**src/rtl/pll_mgmt_responder_pkg.sv**
```systemverilog
// Shared addresses, frame layout and FSM encoding for the PLL management responder.
package pll_mgmt_pkg;

    localparam logic [5:0] ADDR_MODE   = 6'd0;
    localparam logic [5:0] ADDR_STATUS = 6'd1;
    localparam logic [5:0] ADDR_START  = 6'd2;
    localparam logic [5:0] ADDR_N      = 6'd3;
    localparam logic [5:0] ADDR_M      = 6'd4;
    localparam logic [5:0] ADDR_C      = 6'd5;
    localparam logic [5:0] ADDR_K      = 6'd7;
    localparam logic [5:0] ADDR_BW     = 6'd8;
    localparam logic [5:0] ADDR_CP     = 6'd9;

    localparam int FRAME_W = 96;

    typedef enum logic [1:0] {
        IDLE,
        LOAD,
        SHIFT,
        UPDATE
    } fsm_state_t;

    typedef struct packed {
        logic [2:0]  cp;
        logic [3:0]  bw;
        logic [31:0] k;
        logic [17:0] c0;
        logic [17:0] m;
        logic [17:0] n;
    } pll_cfg_t;

    // Scan frame: three zero pad bits above the configuration fields, MSB shifted first.
    function automatic logic [FRAME_W-1:0] pack_frame(input pll_cfg_t c);
        return {3'b000, c};
    endfunction

endpackage

```
**src/rtl/pll_mgmt_responder_if.sv**
```systemverilog
// Avalon-MM management bus between the reconfiguration controller and the responder.
interface pll_mgmt_responder_if;

    logic [5:0]  address;
    logic        write;
    logic [31:0] writedata;
    logic        read;
    logic [31:0] readdata;
    logic        waitrequest;

    modport master (
        output address, write, writedata, read,
        input  readdata, waitrequest
    );

    modport slave (
        input  address, write, writedata, read,
        output readdata, waitrequest
    );

endinterface

```
**src/rtl/pll_mgmt_responder_scan_shifter.sv**
```systemverilog
// Serialises a 96-bit frame MSB-first; each bit occupies 2*SCAN_HALF clocks, low half then high half.
module pll_scan_shifter
    import pll_mgmt_pkg::*;
#(
    parameter int SCAN_HALF = 2
) (
    input  logic               CLK_50M,
    input  logic               RESET,
    input  logic               start,
    input  logic [FRAME_W-1:0] frame,
    output logic               scan_clk,
    output logic               scan_data,
    output logic               done
);

    localparam int DIV_W = $clog2(2 * SCAN_HALF);
    localparam logic [DIV_W-1:0] DIV_LAST = DIV_W'(2 * SCAN_HALF - 1);
    localparam logic [DIV_W-1:0] DIV_MID  = DIV_W'(SCAN_HALF - 1);
    localparam logic [6:0]       BIT_LAST = 7'(FRAME_W - 1);

    logic               active;
    logic [6:0]         bit_cnt;
    logic [DIV_W-1:0]   div_cnt;
    logic [FRAME_W-1:0] frame_q;

    // High during the final clock of the final bit period.
    assign done = active & (div_cnt == DIV_LAST) & (bit_cnt == BIT_LAST);

    always_ff @(posedge CLK_50M) begin
        if (RESET) begin
            active    <= 1'b0;
            bit_cnt   <= '0;
            div_cnt   <= '0;
            frame_q   <= '0;
            scan_clk  <= 1'b0;
            scan_data <= 1'b0;
        end else if (start) begin
            active    <= 1'b1;
            bit_cnt   <= '0;
            div_cnt   <= '0;
            frame_q   <= frame;
            scan_clk  <= 1'b0;
            scan_data <= frame[FRAME_W-1];
        end else if (active) begin
            if (div_cnt == DIV_LAST) begin
                div_cnt  <= '0;
                scan_clk <= 1'b0;
                if (bit_cnt == BIT_LAST) begin
                    active    <= 1'b0;
                    scan_data <= 1'b0;
                end else begin
                    bit_cnt   <= bit_cnt + 7'd1;
                    scan_data <= frame_q[7'(FRAME_W - 2) - bit_cnt];
                end
            end else begin
                div_cnt <= div_cnt + DIV_W'(1);
                if (div_cnt == DIV_MID) begin
                    scan_clk <= 1'b1;
                end
            end
        end
    end

endmodule

```
**src/rtl/pll_mgmt_responder.sv**
```systemverilog
// PLL management responder: shadow register file, waitrequest/polling handshake and apply sequencing.
// state  | meaning
// IDLE   | not busy, all requests served
// LOAD   | snapshot shadows into the pending config and the shifter
// SHIFT  | frame being serialised onto the scan chain
// UPDATE | scan_update and cfg_valid pulse, cfg_* carry the new set
module pll_mgmt_responder
    import pll_mgmt_pkg::*;
#(
    parameter int SCAN_HALF = 2
) (
    input  logic                CLK_50M,
    input  logic                RESET,
    pll_mgmt_responder_if.slave mgmt,
    output logic                scan_clk,
    output logic                scan_data,
    output logic                scan_update,
    output logic [17:0]         cfg_n,
    output logic [17:0]         cfg_m,
    output logic [17:0]         cfg_c0,
    output logic [31:0]         cfg_k,
    output logic [3:0]          cfg_bw,
    output logic [2:0]          cfg_cp,
    output logic                cfg_valid
);

    fsm_state_t  state_q, state_d;
    logic        mode_q;
    pll_cfg_t    shadow_q, pend_q;
    logic        busy, wr_en, start_go;
    logic        shift_start, shift_done, load_cfg;
    logic [31:0] rdata;

    assign busy             = (state_q != IDLE);
    assign mgmt.waitrequest = ~mode_q & busy & (mgmt.write | mgmt.read);
    // In polling mode only MODE writes land while busy; in stall mode busy writes never get here.
    assign wr_en    = mgmt.write & ~mgmt.waitrequest & (~busy | (mgmt.address == ADDR_MODE));
    assign start_go = wr_en & (mgmt.address == ADDR_START);

    always_ff @(posedge CLK_50M) begin
        if (RESET) begin
            state_q <= IDLE;
        end else begin
            state_q <= state_d;
        end
    end

    always_comb begin
        state_d     = state_q;
        shift_start = 1'b0;
        load_cfg    = 1'b0;
        case (state_q)
            IDLE:   if (start_go) state_d = LOAD;
            LOAD: begin
                shift_start = 1'b1;
                state_d     = SHIFT;
            end
            SHIFT: begin
                if (shift_done) begin
                    load_cfg = 1'b1;
                    state_d  = UPDATE;
                end
            end
            UPDATE: state_d = IDLE;
            default: state_d = IDLE;
        endcase
    end

    always_ff @(posedge CLK_50M) begin
        if (RESET) begin
            mode_q   <= 1'b0;
            shadow_q <= '0;
            pend_q   <= '0;
        end else begin
            if (shift_start) begin
                pend_q <= shadow_q;
            end
            if (wr_en) begin
                case (mgmt.address)
                    ADDR_MODE: mode_q      <= mgmt.writedata[0];
                    ADDR_N:    shadow_q.n  <= mgmt.writedata[17:0];
                    ADDR_M:    shadow_q.m  <= mgmt.writedata[17:0];
                    ADDR_C: begin
                        if (mgmt.writedata[22:18] == 5'd0) begin
                            shadow_q.c0 <= mgmt.writedata[17:0];
                        end
                    end
                    ADDR_K:    shadow_q.k  <= mgmt.writedata;
                    ADDR_BW:   shadow_q.bw <= mgmt.writedata[3:0];
                    ADDR_CP:   shadow_q.cp <= mgmt.writedata[2:0];
                    default: ;
                endcase
            end
        end
    end

    always_ff @(posedge CLK_50M) begin
        if (RESET) begin
            cfg_n       <= '0;
            cfg_m       <= '0;
            cfg_c0      <= '0;
            cfg_k       <= '0;
            cfg_bw      <= '0;
            cfg_cp      <= '0;
            cfg_valid   <= 1'b0;
            scan_update <= 1'b0;
        end else begin
            cfg_valid   <= load_cfg;
            scan_update <= load_cfg;
            if (load_cfg) begin
                cfg_n  <= pend_q.n;
                cfg_m  <= pend_q.m;
                cfg_c0 <= pend_q.c0;
                cfg_k  <= pend_q.k;
                cfg_bw <= pend_q.bw;
                cfg_cp <= pend_q.cp;
            end
        end
    end

    always_comb begin
        rdata = '0;
        case (mgmt.address)
            ADDR_MODE:   rdata[0]     = mode_q;
            ADDR_STATUS: rdata[0]     = ~busy;
            ADDR_N:      rdata[17:0]  = shadow_q.n;
            ADDR_M:      rdata[17:0]  = shadow_q.m;
            ADDR_C:      rdata[17:0]  = shadow_q.c0;
            ADDR_K:      rdata        = shadow_q.k;
            ADDR_BW:     rdata[3:0]   = shadow_q.bw;
            ADDR_CP:     rdata[2:0]   = shadow_q.cp;
            default:     rdata        = '0;
        endcase
    end

    assign mgmt.readdata = rdata;

    pll_scan_shifter #(
        .SCAN_HALF (SCAN_HALF)
    ) u_shifter (
        .CLK_50M   (CLK_50M),
        .RESET     (RESET),
        .start     (shift_start),
        .frame     (pack_frame(shadow_q)),
        .scan_clk  (scan_clk),
        .scan_data (scan_data),
        .done      (shift_done)
    );

endmodule

```
**src/flat_wrapper.sv**
```systemverilog
// flat-port wrapper written by rule: the top's interface ports become plain ports
module pll_mgmt_responder_flat import pll_mgmt_pkg::*;
#(
    parameter int SCAN_HALF = 2
)
  (CLK_50M, RESET, scan_clk, scan_data, scan_update, cfg_n, cfg_m, cfg_c0, cfg_k, cfg_bw, cfg_cp, cfg_valid, mgmt_address, mgmt_write, mgmt_writedata, mgmt_read, mgmt_readdata, mgmt_waitrequest);
  pll_mgmt_responder_if mgmt_i ();
  input  logic CLK_50M;
  input  logic RESET;
  output logic scan_clk;
  output logic scan_data;
  output logic scan_update;
  output logic [17:0] cfg_n;
  output logic [17:0] cfg_m;
  output logic [17:0] cfg_c0;
  output logic [31:0] cfg_k;
  output logic [3:0] cfg_bw;
  output logic [2:0] cfg_cp;
  output logic cfg_valid;
  input wire logic [$bits(mgmt_i.address)-1:0] mgmt_address;
  input wire logic [$bits(mgmt_i.write)-1:0] mgmt_write;
  input wire logic [$bits(mgmt_i.writedata)-1:0] mgmt_writedata;
  input wire logic [$bits(mgmt_i.read)-1:0] mgmt_read;
  output wire logic [$bits(mgmt_i.readdata)-1:0] mgmt_readdata;
  output wire logic [$bits(mgmt_i.waitrequest)-1:0] mgmt_waitrequest;
  assign mgmt_i.address = mgmt_address;
  assign mgmt_i.write = mgmt_write;
  assign mgmt_i.writedata = mgmt_writedata;
  assign mgmt_i.read = mgmt_read;
  assign mgmt_readdata = mgmt_i.readdata;
  assign mgmt_waitrequest = mgmt_i.waitrequest;
  pll_mgmt_responder #(.SCAN_HALF(SCAN_HALF)) u_core (.CLK_50M(CLK_50M), .RESET(RESET), .mgmt(mgmt_i), .scan_clk(scan_clk), .scan_data(scan_data), .scan_update(scan_update), .cfg_n(cfg_n), .cfg_m(cfg_m), .cfg_c0(cfg_c0), .cfg_k(cfg_k), .cfg_bw(cfg_bw), .cfg_cp(cfg_cp), .cfg_valid(cfg_valid));
endmodule
```
**config.mk**
```make
export PLATFORM = sky130hd
export DESIGN_NAME = pll_mgmt_responder_flat
export DESIGN_NICKNAME = d
export VERILOG_FILES = /design/src/rtl/pll_mgmt_responder_pkg.sv /design/src/rtl/pll_mgmt_responder_if.sv /design/src/rtl/pll_mgmt_responder_scan_shifter.sv /design/src/rtl/pll_mgmt_responder.sv /design/src/flat_wrapper.sv
export SDC_FILE = /design/constraint.sdc
export NUM_CORES = 1
export LEC_CHECK = 0
export CELL_PAD_IN_SITES_DETAIL_PLACEMENT = 1
export CELL_PAD_IN_SITES_GLOBAL_PLACEMENT = 2
export CORE_AREA = 2 2 201 203
export CTS_BUF_LIST = sky130_fd_sc_hd__clkbuf_16
export CTS_CLUSTER_DIAMETER = 50
export DETAILED_ROUTE_END_ITERATION = 6
export DIE_AREA = 0 0 203 205
export PLACE_DENSITY = 0.78
export SLEW_MARGIN = 40
export SYNTH_ARGS = -nofsm -noshare
export SYNTH_HDL_FRONTEND = slang
export SYNTH_SLANG_ARGS = --single-unit
```
**constraint.sdc**
```tcl
create_clock -name CLK_50M -period 2.4 [get_ports CLK_50M]
set_input_delay 0.48 -clock CLK_50M [delete_from_list [all_inputs] [get_ports CLK_50M]]
set_output_delay 0.48 -clock CLK_50M [all_outputs]
set_load 0.01 [all_outputs]
```
==> impl_metrics.toml <==
[worst_setup_path]
end_kind = "flip-flop"
rr_startpoint = "u_core.u_shifter.bit_cnt[0]$_SDFFE_PP0P_"
crit_slowest_cell = "mux4_1"
cp_slowest_stage_delay_ps = 680
worstPathMaxFanout = 5
r2r_slack_ps = -7
crit_buf_inv = 1
crit_arrival_ps = 2800
start_kind = "flip-flop"
r2r_cells = 6
crit_chain = "buf_12 -> mux4_1 -> mux4_2 -> nand2_1 -> o211ai_1 -> o211a_1"
worstPathRequired_ps = 2800
crit_family = "multiplexers"
r2r_end = "u_core.u_shifter.scan_data$_SDFFE_PP0P_"
crit_type = "flip-flop to flip-flop"

[clock_network]
cts_tree = "yes"
clock-root-buffer = "clkbuf_16"
cts_hold_buffers = 0
cts_sinks = 295
numCtsBuffers = 39
cts.reportedPaths.clkPinSlew_ps = 60
worstSkewPairLatency_ps = 530
htree_levels = 2
clockBufferDepth = 3

[global_route]
antenna_found_initial = 1
gr-total-overflow = 0
grt_max_degree = 142
grt_pass1_wl_um = 67000
grtUsageTotal_pct = 21.0
grt_pass1_vias = 11100

[pwr]
swShare_pct = 25.3
p_switching_w = 0.00288
p_clk_share_pct = 47.8
seq_power_share_pct = 43.6
leakagePower_nw = 5.69
peakVddDrop_mv = 0.392
comb_power_share_pct = 8.6
p_int_w = 0.00851
p_per_area_nw_per_um2 = 695

[timing]
worst_clock_skew_ps = 29.4
finalSetupViolCount = 1
fin_setup_tns_ps = -6.85
finalHoldViolations = 0
drv_slew = 0
period_share_pct = 100
max_slew_margin_pct = 51.6
finalCriticalPeriod_ps = 2410
rsz0062_at_grt = "yes"
worst-slew-pin-transition_ps = 726
max_freq_mhz = 415
fin_ws_ps = -6.85

[route]
avgViaCountPerCell = 4.98
routedWlPerCell_um = 20.3
ant_nets = 0
num_vias = 10800
wl_um = 44200
met3WireLength_um = 2190
m1WireLength_um = 20300
wl_met2_um = 20500
first_pass_iters = 5
drt_iter0_drc = 685
topRoutingLayerUsed = "met4"
post-route-drc-count = 0

[floorplanning]
fp.dieW_um = 203
die_y_um = 205
rows = 73
ioPinCount = 172
core_area_sq_um = 39400
initial_utilization_pct = 31.6
die_area_sq_um = 41600

[yosys]
synth_top_area_cell = "dfxtp_1"
yosysSeqAreaShare_pct = 47.4
synth.area.top_cells = "dfxtp_1 47%, nand2_1 12%, mux2i_1 8.9%"
synthArstFlopShare_pct = 0
yosysWarningCount = 0
synth_flop_cell = "dfxtp_1"
postSynthCellCount = 1429
synth_top_area_share_pct = 47.4
synth_seq_cells = 295
synth-edff-count = 0
netlist_area_sq_um = 12500
syn_nets = 1479
synth_area_per_cell_sq_um = 8.72
yosys.cell_types.count = 63

[finish]
drive_gt1_share_pct = 16.7
fill_cells = 4553
area_growth_pct = 31.6
final_nets = 1672
fin_area_sq_um = 16400
n_antenna_cell = 0

[hold_path]
min_path_cells = 2
min_to = "u_core.pend_q[36]$_SDFFE_PP0P_"
hold_path_class = "primary input to flip-flop"
min-delay-start = "RESET"

[run_status]
violations = "setup timing"
outcome = "complete, but fails checks"

[flow_run]
drv_cap = 0

[place]
pre_cts_slack_ps = -799
dpl_cell_area_sq_um = 15100
gp_congestion = 0.871
hpwl_um = 32000
port_buffers = 171
through the flow:
step           hold WS [ps]  total power, W  std cells  utilization [%]
2_1_floorplan           439         0.00571       1429                -
3_3_place_gp            446         0.00602       2097             38.3
3_5_place_dp            447         0.00604       2097             38.3
4_1_cts                 249          0.0115       2175             41.6
5_1_grt                 257          0.0118       2175             41.6
6_report                261          0.0114       2175             41.6
layout by cell type, fill, tap and decap left out, types with 12 or more instances in the layout:
cell type / count
a21oi_1: 176
a22oi_1: 12
and2_1: 18
buf_12: 17
buf_2: 27
buf_4: 64
clkbuf_16: 40
clkdlybuf4s50_1: 131
dfxtp_1: 290
mux2_2: 18
mux2i_1: 110
mux4_2: 12
nand2_1: 390
nor2_1: 126
o21ai_0: 15
timing repair:
action | in CTS | in global routing
endpoints found under the setup margin | 33 | 25
setup buffers | 7 | 1
pin swaps | 7 | 6
cloned | 2 | 0
gates resized for setup | 167 | 28
area by class of cell:
class                      instances  area (sq um)  area share, %
clock buffer                      40          1000           6.11
clock inverter                    29           204           1.24
inverter                           4          15.0         0.0916
multi-input combinational       1019          6060           37.0
sequential                       295          5910           36.1
tap                              525           657           4.01
timing repair buffer             263          2540           15.5
layer usage:
metal  track usage [%]  vias up
li1                  -     5206
met1              28.4     5324
met2              34.1      249
met3              3.52       63
met4              6.80        0
met5                 0        -
power by group through the flow:
stage                     Clock [W]  Sequential [W]  Combinational (W)
after CTS                   0.00554         0.00496           0.000985
after global placement            0         0.00507           0.000953
after floorplan                   0         0.00505           0.000654
final                       0.00544         0.00497           0.000982
after detailed placement          0         0.00507           0.000968
after global routing        0.00580         0.00497            0.00103
worst max-delay path by stage:
| stage | endpoint | start | cells past startpoint |
|---|---|---|---|
| floorplan | mgmt_readdata[0] | mgmt_address[1] | 7 |
| global placement | mgmt_readdata[17] | mgmt_address[1] | 8 |
| detailed placement | mgmt_readdata[17] | mgmt_address[1] | 8 |
| CTS | mgmt_readdata[8] | mgmt_address[4] | 8 |
| global route | mgmt_readdata[0] | u_core.shadow_q[54]$_SDFFE_PP0P_ | 6 |
| finish | u_core.u_shifter.scan_data$_SDFFE_PP0P_ | u_core.u_shifter.bit_cnt[0]$_SDFFE_PP0P_ | 6 |
synth_stat cells (all sizes together) (3+ instances only):
cell type	count
nand2	402
dfxtp	295
a21oi	184
nor2	130
mux2i	111
buf	60
clkbuf	51
o21ai	23
mux4	20
and2	19
a22oi	18
mux2	18
nand3	11
xor2	9
ha	8
nand4	8
nor3	8
and3	7
xnor2	6
a221o	4
inv	4
o211ai	4
nor3b	3
nor4	3
registers in the layout, indices dropped and copies added (netlist names), 3 cells and up:
signal / flops
u_core.cfg_cp: 3
u_core.u_shifter.frame_q: 5
u_core.shadow_q: 93
u_core.cfg_n: 18
u_core.cfg_m: 18
u_core.cfg_k: 32
u_core.pend_q: 88
u_core.u_shifter.bit_cnt: 7
u_core.cfg_c0: 18
u_core.cfg_bw: 4
worst reg2reg max path: stages (launching register included):
cell      delay (ps)
dfxtp_2          410
buf_12           170
mux4_1           690
mux4_2           520
nand2_1           90
o211ai_1         170
o211a_1          250
kinds of logic after synthesis:
group / share of synthesized area [%]
buffers and inverters: 5.04
AND/OR/NAND/NOR: 20.0
AO/OA/AOI/OAI: 11.1
adder cells (fa/ha/maj): 0.804
multiplexers: 14.4
flip-flops: 47.4
XOR/XNOR: 1.27
(Power assumes the default switching activity.)
